[config.mk]
export PLATFORM = sky130hd
export DESIGN_NAME = deser_feed_arbiter_flat
export DESIGN_NICKNAME = d
export VERILOG_FILES = /design/src/rtl/deser_feed_arbiter_if.sv /design/src/rtl/deser_feed_arbiter.sv /design/src/flat_wrapper.sv
export SDC_FILE = /design/constraint.sdc
export NUM_CORES = 1
export LEC_CHECK = 0
export ABC_AREA = 1
export ABC_CLOCK_PERIOD_IN_PS = 1600
export BUFFER_PORTS_ARGS = -buffer_cell sky130_fd_sc_hd__buf_2
export CORE_ASPECT_RATIO = 0.75
export CORE_UTILIZATION = 40
export DETAILED_ROUTE_END_ITERATION = 10
export MAX_ROUTING_LAYER = met4
export PLACE_DENSITY = 0.69
export SLEW_MARGIN = 20
export SYNTH_ARGS = -nofsm -noshare
export SYNTH_HDL_FRONTEND = slang
export SYNTH_SLANG_ARGS = --single-unit
[constraint.sdc]
create_clock -name clk_100KHz -period 1.6 [get_ports clk_100KHz]
set_clock_uncertainty 0.05 [all_clocks]
set_input_delay 0.24 -clock clk_100KHz [delete_from_list [all_inputs] [get_ports clk_100KHz]]
set_output_delay 0.24 -clock clk_100KHz [all_outputs]
set_load 0.005 [all_outputs]
[src/rtl/deser_feed_arbiter_if.sv]
// Handshake and serial-link bundle between two byte requesters, the feed
// arbiter and a bit-serial deserializer.
interface deser_feed_arbiter_if;
    logic       req0;
    logic       req1;
    logic [7:0] data0;
    logic [7:0] data1;
    logic       gnt0;
    logic       gnt1;
    logic       done0;
    logic       done1;
    logic       des_status;
    logic       ser_data;
    logic       ser_write;
    logic       busy;

    modport master (
        input  req0, req1, data0, data1, des_status,
        output gnt0, gnt1, done0, done1, ser_data, ser_write, busy
    );

    modport slave (
        output req0, req1, data0, data1, des_status,
        input  gnt0, gnt1, done0, done1, ser_data, ser_write, busy
    );
endinterface

[src/rtl/deser_feed_arbiter.sv]
// Arbitrates two byte requesters and feeds the winner's byte MSB first into a
// deserializer. Define ROUND_ROBIN_EN for round-robin arbitration (default: req0 priority).
module deser_feed_arbiter #(
    parameter int unsigned GAP_CYCLES = 32'd1
) (
    input  logic                  clk_100KHz,
    input  logic                  reset,
    deser_feed_arbiter_if.master  bus
);

    typedef enum logic [1:0] {
        IDLE  = 2'd0,
        SHIFT = 2'd1,
        GAP   = 2'd2,
        DONE  = 2'd3
    } state_t;

    localparam logic [3:0] GAP_LAST = (GAP_CYCLES > 32'd0) ? 4'(GAP_CYCLES - 32'd1) : 4'd0;

    state_t     state_r;
    state_t     state_next;
    logic [7:0] shreg_r;
    logic [7:0] shreg_next;
    logic [2:0] bit_cnt_r;
    logic [2:0] bit_cnt_next;
    logic [3:0] gap_cnt_r;
    logic [3:0] gap_cnt_next;
    logic       owner_r;
    logic       owner_next;
    logic       grant_s;
    logic       win1_s;

    logic       gnt0_r;
    logic       gnt1_r;
    logic       done0_r;
    logic       done1_r;
    logic       ser_data_r;
    logic       ser_write_r;
    logic       busy_r;

`ifdef ROUND_ROBIN_EN
    logic       prio1_r;

    assign win1_s = bus.req1 & (~bus.req0 | prio1_r);

    // Pointer favours the requester that did not win the latest grant
    always_ff @(posedge clk_100KHz) begin
        if (reset) begin
            prio1_r <= 1'b0;
        end else if (grant_s) begin
            prio1_r <= ~win1_s;
        end else begin
            prio1_r <= prio1_r;
        end
    end
`else
    assign win1_s = bus.req1 & ~bus.req0;
`endif

    // State register
    always_ff @(posedge clk_100KHz) begin
        if (reset) begin
            state_r <= IDLE;
        end else begin
            state_r <= state_next;
        end
    end

    // Next-state and datapath update; requests are only looked at in IDLE
    always_comb begin
        state_next   = state_r;
        shreg_next   = shreg_r;
        bit_cnt_next = bit_cnt_r;
        gap_cnt_next = gap_cnt_r;
        owner_next   = owner_r;
        grant_s      = 1'b0;
        case (state_r)
            IDLE: begin
                if (!bus.des_status && (bus.req0 || bus.req1)) begin
                    grant_s      = 1'b1;
                    owner_next   = win1_s;
                    shreg_next   = win1_s ? bus.data1 : bus.data0;
                    bit_cnt_next = 3'd0;
                    gap_cnt_next = 4'd0;
                    state_next   = SHIFT;
                end else begin
                    state_next   = IDLE;
                end
            end
            SHIFT: begin
                shreg_next   = {shreg_r[6:0], 1'b0};
                bit_cnt_next = bit_cnt_r + 3'd1;
                if (bit_cnt_r == 3'd7) begin
                    state_next = DONE;
                end else if (GAP_CYCLES > 32'd0) begin
                    state_next   = GAP;
                    gap_cnt_next = 4'd0;
                end else begin
                    state_next = SHIFT;
                end
            end
            GAP: begin
                if (gap_cnt_r == GAP_LAST) begin
                    state_next   = SHIFT;
                    gap_cnt_next = 4'd0;
                end else begin
                    gap_cnt_next = gap_cnt_r + 4'd1;
                end
            end
            DONE: begin
                state_next = IDLE;
            end
            default: begin
                state_next = IDLE;
            end
        endcase
    end

    // Datapath registers; outputs are decoded from the next state so they line up with it
    always_ff @(posedge clk_100KHz) begin
        if (reset) begin
            shreg_r     <= 8'd0;
            bit_cnt_r   <= 3'd0;
            gap_cnt_r   <= 4'd0;
            owner_r     <= 1'b0;
            gnt0_r      <= 1'b0;
            gnt1_r      <= 1'b0;
            done0_r     <= 1'b0;
            done1_r     <= 1'b0;
            ser_data_r  <= 1'b0;
            ser_write_r <= 1'b0;
            busy_r      <= 1'b0;
        end else begin
            shreg_r     <= shreg_next;
            bit_cnt_r   <= bit_cnt_next;
            gap_cnt_r   <= gap_cnt_next;
            owner_r     <= owner_next;
            gnt0_r      <= grant_s & ~win1_s;
            gnt1_r      <= grant_s & win1_s;
            done0_r     <= (state_next == DONE) & ~owner_next;
            done1_r     <= (state_next == DONE) & owner_next;
            ser_write_r <= (state_next == SHIFT);
            ser_data_r  <= (state_next == SHIFT) & shreg_next[7];
            busy_r      <= (state_next != IDLE);
        end
    end

    assign bus.gnt0      = gnt0_r;
    assign bus.gnt1      = gnt1_r;
    assign bus.done0     = done0_r;
    assign bus.done1     = done1_r;
    assign bus.ser_data  = ser_data_r;
    assign bus.ser_write = ser_write_r;
    assign bus.busy      = busy_r;

endmodule

[src/flat_wrapper.sv]
// flat-port wrapper written by rule: the top's interface ports become plain ports
module deser_feed_arbiter_flat 
#(
    parameter int unsigned GAP_CYCLES = 32'd1
)
  (clk_100KHz, reset, bus_req0, bus_req1, bus_data0, bus_data1, bus_des_status, bus_gnt0, bus_gnt1, bus_done0, bus_done1, bus_ser_data, bus_ser_write, bus_busy);
  deser_feed_arbiter_if bus_i ();
  input  logic clk_100KHz;
  input  logic reset;
  input wire logic [$bits(bus_i.req0)-1:0] bus_req0;
  input wire logic [$bits(bus_i.req1)-1:0] bus_req1;
  input wire logic [$bits(bus_i.data0)-1:0] bus_data0;
  input wire logic [$bits(bus_i.data1)-1:0] bus_data1;
  input wire logic [$bits(bus_i.des_status)-1:0] bus_des_status;
  output wire logic [$bits(bus_i.gnt0)-1:0] bus_gnt0;
  output wire logic [$bits(bus_i.gnt1)-1:0] bus_gnt1;
  output wire logic [$bits(bus_i.done0)-1:0] bus_done0;
  output wire logic [$bits(bus_i.done1)-1:0] bus_done1;
  output wire logic [$bits(bus_i.ser_data)-1:0] bus_ser_data;
  output wire logic [$bits(bus_i.ser_write)-1:0] bus_ser_write;
  output wire logic [$bits(bus_i.busy)-1:0] bus_busy;
  assign bus_i.req0 = bus_req0;
  assign bus_i.req1 = bus_req1;
  assign bus_i.data0 = bus_data0;
  assign bus_i.data1 = bus_data1;
  assign bus_i.des_status = bus_des_status;
  assign bus_gnt0 = bus_i.gnt0;
  assign bus_gnt1 = bus_i.gnt1;
  assign bus_done0 = bus_i.done0;
  assign bus_done1 = bus_i.done1;
  assign bus_ser_data = bus_i.ser_data;
  assign bus_ser_write = bus_i.ser_write;
  assign bus_busy = bus_i.busy;
  deser_feed_arbiter #(.GAP_CYCLES(GAP_CYCLES)) u_core (.clk_100KHz(clk_100KHz), .reset(reset), .bus(bus_i));
endmodule
* Word-level counts from Yosys, hierarchy flattened *
Index checks and enable logic that the tools add are counted.

word-level totals
  register bits after elaboration = 25
  input port bits = 21
  logic and storage cells = 59

cells by class
  add/sub/neg operators = 2
  eq/ne operators = 8
  mux-type cells = 17
  bitwise gates (word level) = 9
  reduce and logical (&&, ||, !) cells = 10

operators with widths
  cell                                                                     number
  8-bit 2-to-1 mux                                                         2
  8-bit one-hot mux with 2 select lines                                    1
  4-bit 2-to-1 mux                                                         3
  4-bit one-hot mux with 3 select lines                                    1
  2-bit one-hot mux with 4 select lines                                    1
  1-bit bitwise AND                                                        6
  2-bit == test, second input constant                                     3
  1-bit 2-to-1 mux                                                         6
  3-bit one-hot mux with 2 select lines                                    1
  4-bit by 1-bit adder with 4-bit output, second input constant            1
  2-bit by 1-bit == test with 1-bit output, second input constant          2
  4-bit zero test                                                          1
  2-bit nonzero test                                                       2
  3-bit by 1-bit adder with 3-bit output, second input constant            1
  3-bit == test, second input constant                                     1
  3-bit 2-to-1 mux                                                         1
  1-bit inverter                                                           3
  3-bit AND reduction                                                      1
  3-bit nonzero test                                                       1
  2-bit zero test                                                          1
  2-bit 2-to-1 mux                                                         1
  2-bit by 1-bit inequality test with 1-bit output, second input constant  1
  2-bit inequality test, second input constant                             1
  2-bit AND reduction                                                      1
  3 further kinds                                                          3

* Longest topological paths before layout *
Gate-level depths: netlist of run 1.

  depth after elaboration = 6
  gate-level depth with buffers = 9
  gate-level depth less buffers = 8

* Least setup slack after synthesis of run 1 *
OpenSTA, ideal clock, no wires.

  kind = register to register
  start = register u_core.bit_cnt_r[0]
  end = register u_core.gap_cnt_r[2]
  setup time = 0.132 ns
  arrival = 1.009 ns
  required time = 1.418 ns
  path slack = 0.408 ns
  stages on the path, launching flop included = 7
  period minus slack after synthesis = 1.192 ns
  path through = dfxtp_1 -> ha_1 -> ha_1 -> o21ai_0 -> nand2_1 -> nand2_1 -> a21oi_1

on the way
  longest elaborated chain between the ends = 3

RTL lines
  item                                    RTL line                   source
  from (decl)                             deser_feed_arbiter.sv:24   logic [2:0] bit_cnt_r;
  from (signal assigned)                  deser_feed_arbiter.sv:135  bit_cnt_r <= bit_cnt_next;
  3-bit == test                           deser_feed_arbiter.sv:93   if (bit_cnt_r == 3'd7) begin
  2-bit inequality test (no source line)  -
  3-bit AND reduction (no source line)    -
  to (signal assigned)                    deser_feed_arbiter.sv:136  gap_cnt_r <= gap_cnt_next;
  to (decl)                               deser_feed_arbiter.sv:26   logic [3:0] gap_cnt_r;

No other way between the ends.
A chain may end at the register's enable or synchronous reset.

* Worst setup path after layout of run 1 *
  start = register u_core.bit_cnt_r[0]
  end = register u_core.gap_cnt_r[1]

The elaborated chain is that of the path after synthesis.

==> summary.md, run 1 <==
| Metric | Value |
|---|---|
| DR DRC count | 0 |
| WHS | 0.253 ns |
| CP Capture Type | flip-flop |
| Num CTS Buffers | 3 |
| Sequential fraction of the synthesis area | 39.9% |
| # port buffers | 27 |
| Slowest-stage cell, CP | dfxtp_1 |
| Combinational power share | 17.4% |
| Finished Cell Area | 1460 um2 |
| HP Class | in -> reg |
| First-pass GRT wire length | 4210 um |
| Syn_nets | 211 |
| DRT iter0 DRCs | 50 |
| Clk buf depth | 2 |
| Post-CTS resize count | 0 |
| Worst skew pair latency | 0.27 ns |
| Internal Power | 920 uW |
| Largest net degree at the start of global routing | 17 |
| Power Density | 877 nW/um2 |
| Critical path type | reg -> reg |
| Main area contributors after synthesis | dfxtp_1, nand2_1, nor2_1, nand3_1, inv_1 |
| Vias | 1137 |
| FP Rows | 17 |
| Routability cong. | 0.822 |
| Initial Util | 42.4% |
| Synth top cells by count | nand2_1, dfxtp_1, nor2_1, inv_1, nand3_1 |
| Pleak | 0.768 nW |
| Final #Nets | 240 |
| WL/cell | 9.15 um |
| Final WL | 2310 um |
| # diodes | 0 |
| Post-route setup TNS | 0 ns |
| Area after DPL | 1410 um2 |
| Fmax | 0.781 GHz |
| Register area | 500 um2 |
| CTS Root Cell | clkbuf_8 |
| Routed vias/inst | 4.51 |
| Synth Flop Type | dfxtp_1 |
| Post-synth EDFFs | 0 |
| DR pass1 iterations | 4 |
| CTS H-tree depth | 1 |
| Top cell type's share of synthesized area | 39.9% |
| # hold bufs at CTS | 0 |
| Clk slew on worst S/H paths | 0.09 ns |
| Grt total ovfl | 0 |
| RSZ-0062 raised after global routing | false |
| Cell count after synthesis | 186 |
| Initial antenna violation count | 0 |
| Io pins | 28 |
| Final setup viols | 0 |
| Status | complete, no violations |
| Mapped Area | 1250 um2 |
| Chip width | 66.6 um |
| Yosys warns | 0 |
| DP HPWL | 1760 um |
| Die Span Y | 50.5 um |
| Worst EP arrival | 1.39 ns |
| P&R area growth vs syn | 16.1% |
| Critical path launch point type | flip-flop |
| CTS tree | done |
| P_sw | 356 uW |
| Total track usage | 16.5% |
| Final hold vios | 0 |
| Flop pwr share | 53.2% |
| Core box area | 2960 um2 |
| Worst-Margin Slew | 0.271 ns |
| Crit path max fanout | 4 |
| Yosys reg bits | 25 |
| Max-Cap Viols | 0 |
| Post-synth top area cell | dfxtp_1 |
| Most frequent cell after synthesis | nand2_1 |
| Post-route ant nets | 0 |
| Fin crit period | 1.28 ns |
| Final critical-path share of the clock period | 80.1% |
| Req. time, crit path | 1.71 ns |
| Synth unique cells | 24 |
| Filler cells | 309 |
| Clock network power share | 29.4% |
| Worst path max stage delay | 0.33 ns |
| Clk sinks | 25 |
| Critical path, cell by cell | ha_1 > ha_1 > o21ai_0 > nand2_1 > nand2_1 > a21oi_1 |
| Share of cells above drive strength 1 | 20.1% |
| Async SR Flop Fraction | 0% |
| Slew headroom | 81.8% |
| Sw Ratio | 27.9% |
| Worst vdd ir | 0.465 mV |
| Syn_area_per_cell | 6.74 um2 |
| Die Footprint | 3360 um2 |
| Max-slew violation count | 0 |
| Number of post-CTS setup repair buffers | 0 |
| Number of global-route vias before repair | 1025 |
| Area of the multi-input gates | 626 um2 |
==> power by group through the flow <==
stage / registers, mW / clock network [mW] / logic, mW
after global placement: 0.693 / 0 / 0.224
after global routing: 0.683 / 0.419 / 0.263
after detailed placement: 0.693 / 0 / 0.224
final: 0.679 / 0.375 / 0.223
after floorplan: 0.691 / 0 / 0.174
after CTS: 0.679 / 0.395 / 0.225
==> kinds of logic after synthesis <==
logic type	count (synthesis)	synth area share [%]
AND/OR/NAND/NOR	114	38.8
buffers and inverters	27	10.2
flip-flops	25	39.9
AO/OA/AOI/OAI	15	6.39
adder cells (fa/ha/maj)	4	3.99
XOR/XNOR	1	0.699
==> state kept, by name, summed over array words and instances (netlist names) <==
signal,cells
u_core.bit_cnt_r,3
u_core.bus.busy,1
u_core.bus.done0,1
u_core.bus.done1,1
u_core.bus.gnt0,1
u_core.bus.gnt1,1
u_core.bus.ser_data,1
u_core.bus.ser_write,1
u_core.gap_cnt_r,4
u_core.owner_r,1
u_core.shreg_r,8
u_core.state_r,2
==> path summary, 6_finish.rpt <==
check | start | endpoint | slack [ns] | cells past startpoint
hold reg to reg | u_core.shreg_r[0] | u_core.shreg_r[0] | 0.42 | 2
hold / removal | bus_data0[0] | u_core.shreg_r[0] | 0.25 | 5
setup reg to reg | u_core.bit_cnt_r[0] | u_core.gap_cnt_r[1] | 0.32 | 6
setup / recovery | u_core.bit_cnt_r[0] | u_core.gap_cnt_r[1] | 0.32 | 6
==> worst max-delay path: cells and delay by family, from the launching register on <==
kind,cells,cell delay (ns)
compound gates,2,0.20
fa+ha+maj,2,0.39
flops,1,0.33
simple gates,2,0.21
==> per-layer routing <==
metal,track usage [%],part of all wire [%]
met1,21.4,53
met4,2.13,0
met2,25.6,41
met3,5.45,5.3
met5,-,0
==> layout make-up <==
cell class                 count  area share [%]
multi-input combinational    134            43.0
sequential                    25            34.4
timing repair buffer          29            10.3
inverter                      22            5.67
tap                           38            3.27
clock buffer                   3            2.84
clock inverter                 1           0.516
==> stage by stage <==
stage / setup WS (ns) / total power, mW / util (%) / instances
CTS: 0.308 / 1.30 / 49.2 / 252
global placement: 0.331 / 0.916 / 47.6 / 248
detailed placement: 0.321 / 0.918 / 47.6 / 248
finish: 0.319 / 1.28 / 49.2 / 252
global route: 0.216 / 1.36 / 49.2 / 252
floorplan: 0.408 / 0.866 / - / 186
==> layout by cell type (no fill, tap or decap), drive strengths merged <==
cell type	count
clkinv	1
o21bai	1
o211ai	1
clkbuf	3
o21ai	3
nand3	15
clkinvlp	1
xor2	1
a21oi	10
nand2	73
dfxtp	25
ha	4
buf	29
nand4	2
nor2	24
inv	21
(Power assumes the default switching activity.)
==> inputs of run 2 (changes only) <==
--- a/config.mk
+++ b/config.mk
@@ -6,7 +6,7 @@
 export NUM_CORES = 1
 export LEC_CHECK = 0
 export ABC_AREA = 1
-export ABC_CLOCK_PERIOD_IN_PS = 1600
+export ABC_CLOCK_PERIOD_IN_PS = 1300
 export BUFFER_PORTS_ARGS = -buffer_cell sky130_fd_sc_hd__buf_2
 export CORE_ASPECT_RATIO = 0.75
 export CORE_UTILIZATION = 40
==> constraint.sdc (replaced) <==
create_clock -name clk_100KHz -period 1.3 [get_ports clk_100KHz]
set_clock_uncertainty 0.05 [all_clocks]
set_input_delay 0.195 -clock clk_100KHz [delete_from_list [all_inputs] [get_ports clk_100KHz]]
set_output_delay 0.195 -clock clk_100KHz [all_outputs]
set_load 0.005 [all_outputs]
==> run 2 against run 1 <==
  * Count of clock-buffer cells in the layout is the same
  * Combinational power up 29%
  * Power rose by 23%
  * First-iteration DRC count is 30% higher
  * Die area did not move
  * Global-route usage is 0.93 points higher
  * Sequential power is 23% higher
  * Routed wire length up 1.2%
  * Hold slack got worse by 0.052 ns
  * Critical path depth unchanged
  * Critical path type unchanged
  * Highest routed layer is now met4
==> summary.md, run 2 (synthesized netlist as in run 1, its figures left out) <==
| Metric | Value |
|---|---|
| Clk sinks | 25 |
| Worst path max stage delay | 0.34 ns |
| Worst skew pair latency | 0.27 ns |
| CTS Root Cell | clkbuf_8 |
| Slew headroom | 80.9% |
| Critical path, cell by cell | ha_1 > ha_2 > o21ai_1 > nand2_2 > nand2_1 > a21oi_1 |
| DRT iter0 DRCs | 65 |
| Final hold vios | 0 |
| WL/cell | 9.15 um |
| Max FFs per register | 8 |
| Largest net degree at the start of global routing | 17 |
| Routed vias/inst | 4.51 |
| P_sw | 435 uW |
| Grt total ovfl | 0 |
| Routability cong. | 0.794 |
| RSZ-0062 raised after global routing | true |
| DR pass1 iterations | 4 |
| DP HPWL | 1810 um |
| FP Rows | 17 |
| Critical path type | reg -> reg |
| Commonest non-fill, non-tap cell in the layout | nand2_1 |
| Power Density | 1050 nW/um2 |
| Num CTS Buffers | 3 |
| DR DRC count | 0 |
| Final setup viols | 0 |
| Clk buf depth | 2 |
| Initial Util | 42.4% |
| Top reg by flops | u_core.shreg_r |
| CP Buf/Inv Count | 0 |
| Vias | 1151 |
| Die Footprint | 3360 um2 |
| Total track usage | 17.5% |
| Final critical-path share of the clock period | 94.2% |
| Number of global-route vias before repair | 1057 |
| Worst Reg2Reg Path Length in Cells | 6 |
| # diodes | 0 |
| Post-route ant nets | 0 |
| Fin crit period | 1.23 ns |
| Dpl cells | 251 |
| Total power | 1.57 mW |
| FF-to-FF End | u_core.gap_cnt_r[2] |
| Number of post-CTS setup repair buffers | 0 |
| R2R setup slack | 0.07 ns |
| Initial antenna violation count | 0 |
| First-pass GRT wire length | 4360 um |
| P&R area growth vs syn | 19.7% |
| Worst Hold End | u_core.bus.gnt1 |
| Finished Cell Area | 1500 um2 |
| Hold Crit Start | bus_req1 |
| Most frequent cells in the layout | nand2_1, buf_2, nor2_1 |
| Worst vdd ir | 0.738 mV |
| Post-route setup TNS | 0 ns |
| Sw Ratio | 27.7% |
| CTS H-tree depth | 1 |
| Req. time, crit path | 1.41 ns |
| Pre-CTS WS | 0.0149 ns |
| Max-slew violation count | 0 |
| Largest regs | u_core.shreg_r x8, u_core.gap_cnt_r x4, u_core.bit_cnt_r x3 |
| Hold path cells | 3 |
| Crit path max fanout | 4 |
| Crit. Startpoint | u_core.bit_cnt_r[0] |
| CTS tree | done |
| Finished Layout Cells | 255 |
| Slowest-stage cell, CP | dfxtp_2 |
| Area after DPL | 1430 um2 |
| Clk slew on worst S/H paths | 0.08 ns |
| # hold bufs at CTS | 0 |
| Fmax | 0.816 GHz |
| Core box area | 2960 um2 |
| Io pins | 28 |
| Final #Nets | 243 |
| Post-route setup slack | 0.0748 ns |
| CP delay by family, top | adder cells |
| Pleak | 0.785 nW |
| Worst-Margin Slew | 0.285 ns |
| CP Capture Type | flip-flop |
| Combinational power share | 18.3% |
| # port buffers | 27 |
| Flop pwr share | 53.1% |
| Share of cells above drive strength 1 | 25.8% |
| HP Class | in -> reg |
| Critical path launch point type | flip-flop |
| Status | complete, no violations |
| Max-Cap Viols | 0 |
| Chip width | 66.6 um |
| Die Span Y | 50.5 um |
| RR Startpoint | u_core.bit_cnt_r[0] |
| Internal Power | 1.14 mW |
| Final WL | 2330 um |
| Worst EP arrival | 1.34 ns |
| Clock network power share | 28.6% |
-- run 2: power by group through the flow --
| stage | Combinational (mW) | Sequential, mW | Clock (mW) |
|---|---|---|---|
| floorplan | 0.215 | 0.851 | 0 |
| global placement | 0.280 | 0.852 | 0 |
| detailed placement | 0.282 | 0.853 | 0 |
| CTS | 0.284 | 0.836 | 0.468 |
| global route | 0.339 | 0.843 | 0.507 |
| finish | 0.288 | 0.836 | 0.450 |
-- run 2: repair_timing --
action	CTS	global route
resized for setup	1	13
endpoints found under the setup margin	2	14
pin swaps	1	1
-- run 2: cell type report --
type	count	area (um2)
Fill cell	307	1460
Multi-Input combinational cell	134	639
Sequential cell	25	507
Timing Repair Buffer	32	173
Inverter	22	87.6
Tap cell	38	47.5
Clock buffer	3	41.3
Clock inverter	1	5.00
-- run 2: worst max path at each step --
| stage | to | slack (ns) | depth (start not counted) |
|---|---|---|---|
| after global placement | u_core.bus.done1 | 0.04 | 7 |
| after floorplan | u_core.gap_cnt_r[2] | 0.11 | 6 |
| after global routing | u_core.bus.done0 | -0.007 | 7 |
| after CTS | u_core.gap_cnt_r[0] | 0.03 | 6 |
| after detailed placement | u_core.gap_cnt_r[2] | 0.01 | 6 |
| final | u_core.gap_cnt_r[2] | 0.07 | 6 |
-- run 2: routing by layer --
layer | vias to the layer above | share of wire, % | global-route usage, %
met5 | - | 0 | -
met4 | 0 | 0.30 | 2.13
met3 | 2 | 5.3 | 5.45
met2 | 26 | 40 | 26.3
met1 | 490 | 54 | 23.5
li1 | 633 | - | -
-- run 2: worst min-delay path, cell delays in order --
cell	delay [ns]
buf_2	0.12
nand4_1	0.11
nor2_1	0.05
-- run 2: metrics by stage --
step / hold slack, ns / utilization [%]
3_5_place_dp: 0.412 / 48.3
2_1_floorplan: 0.214 / -
4_1_cts: 0.194 / 49.9
6_report: 0.202 / 50.7
5_1_grt: 0.219 / 50.7
3_3_place_gp: 0.407 / 48.3
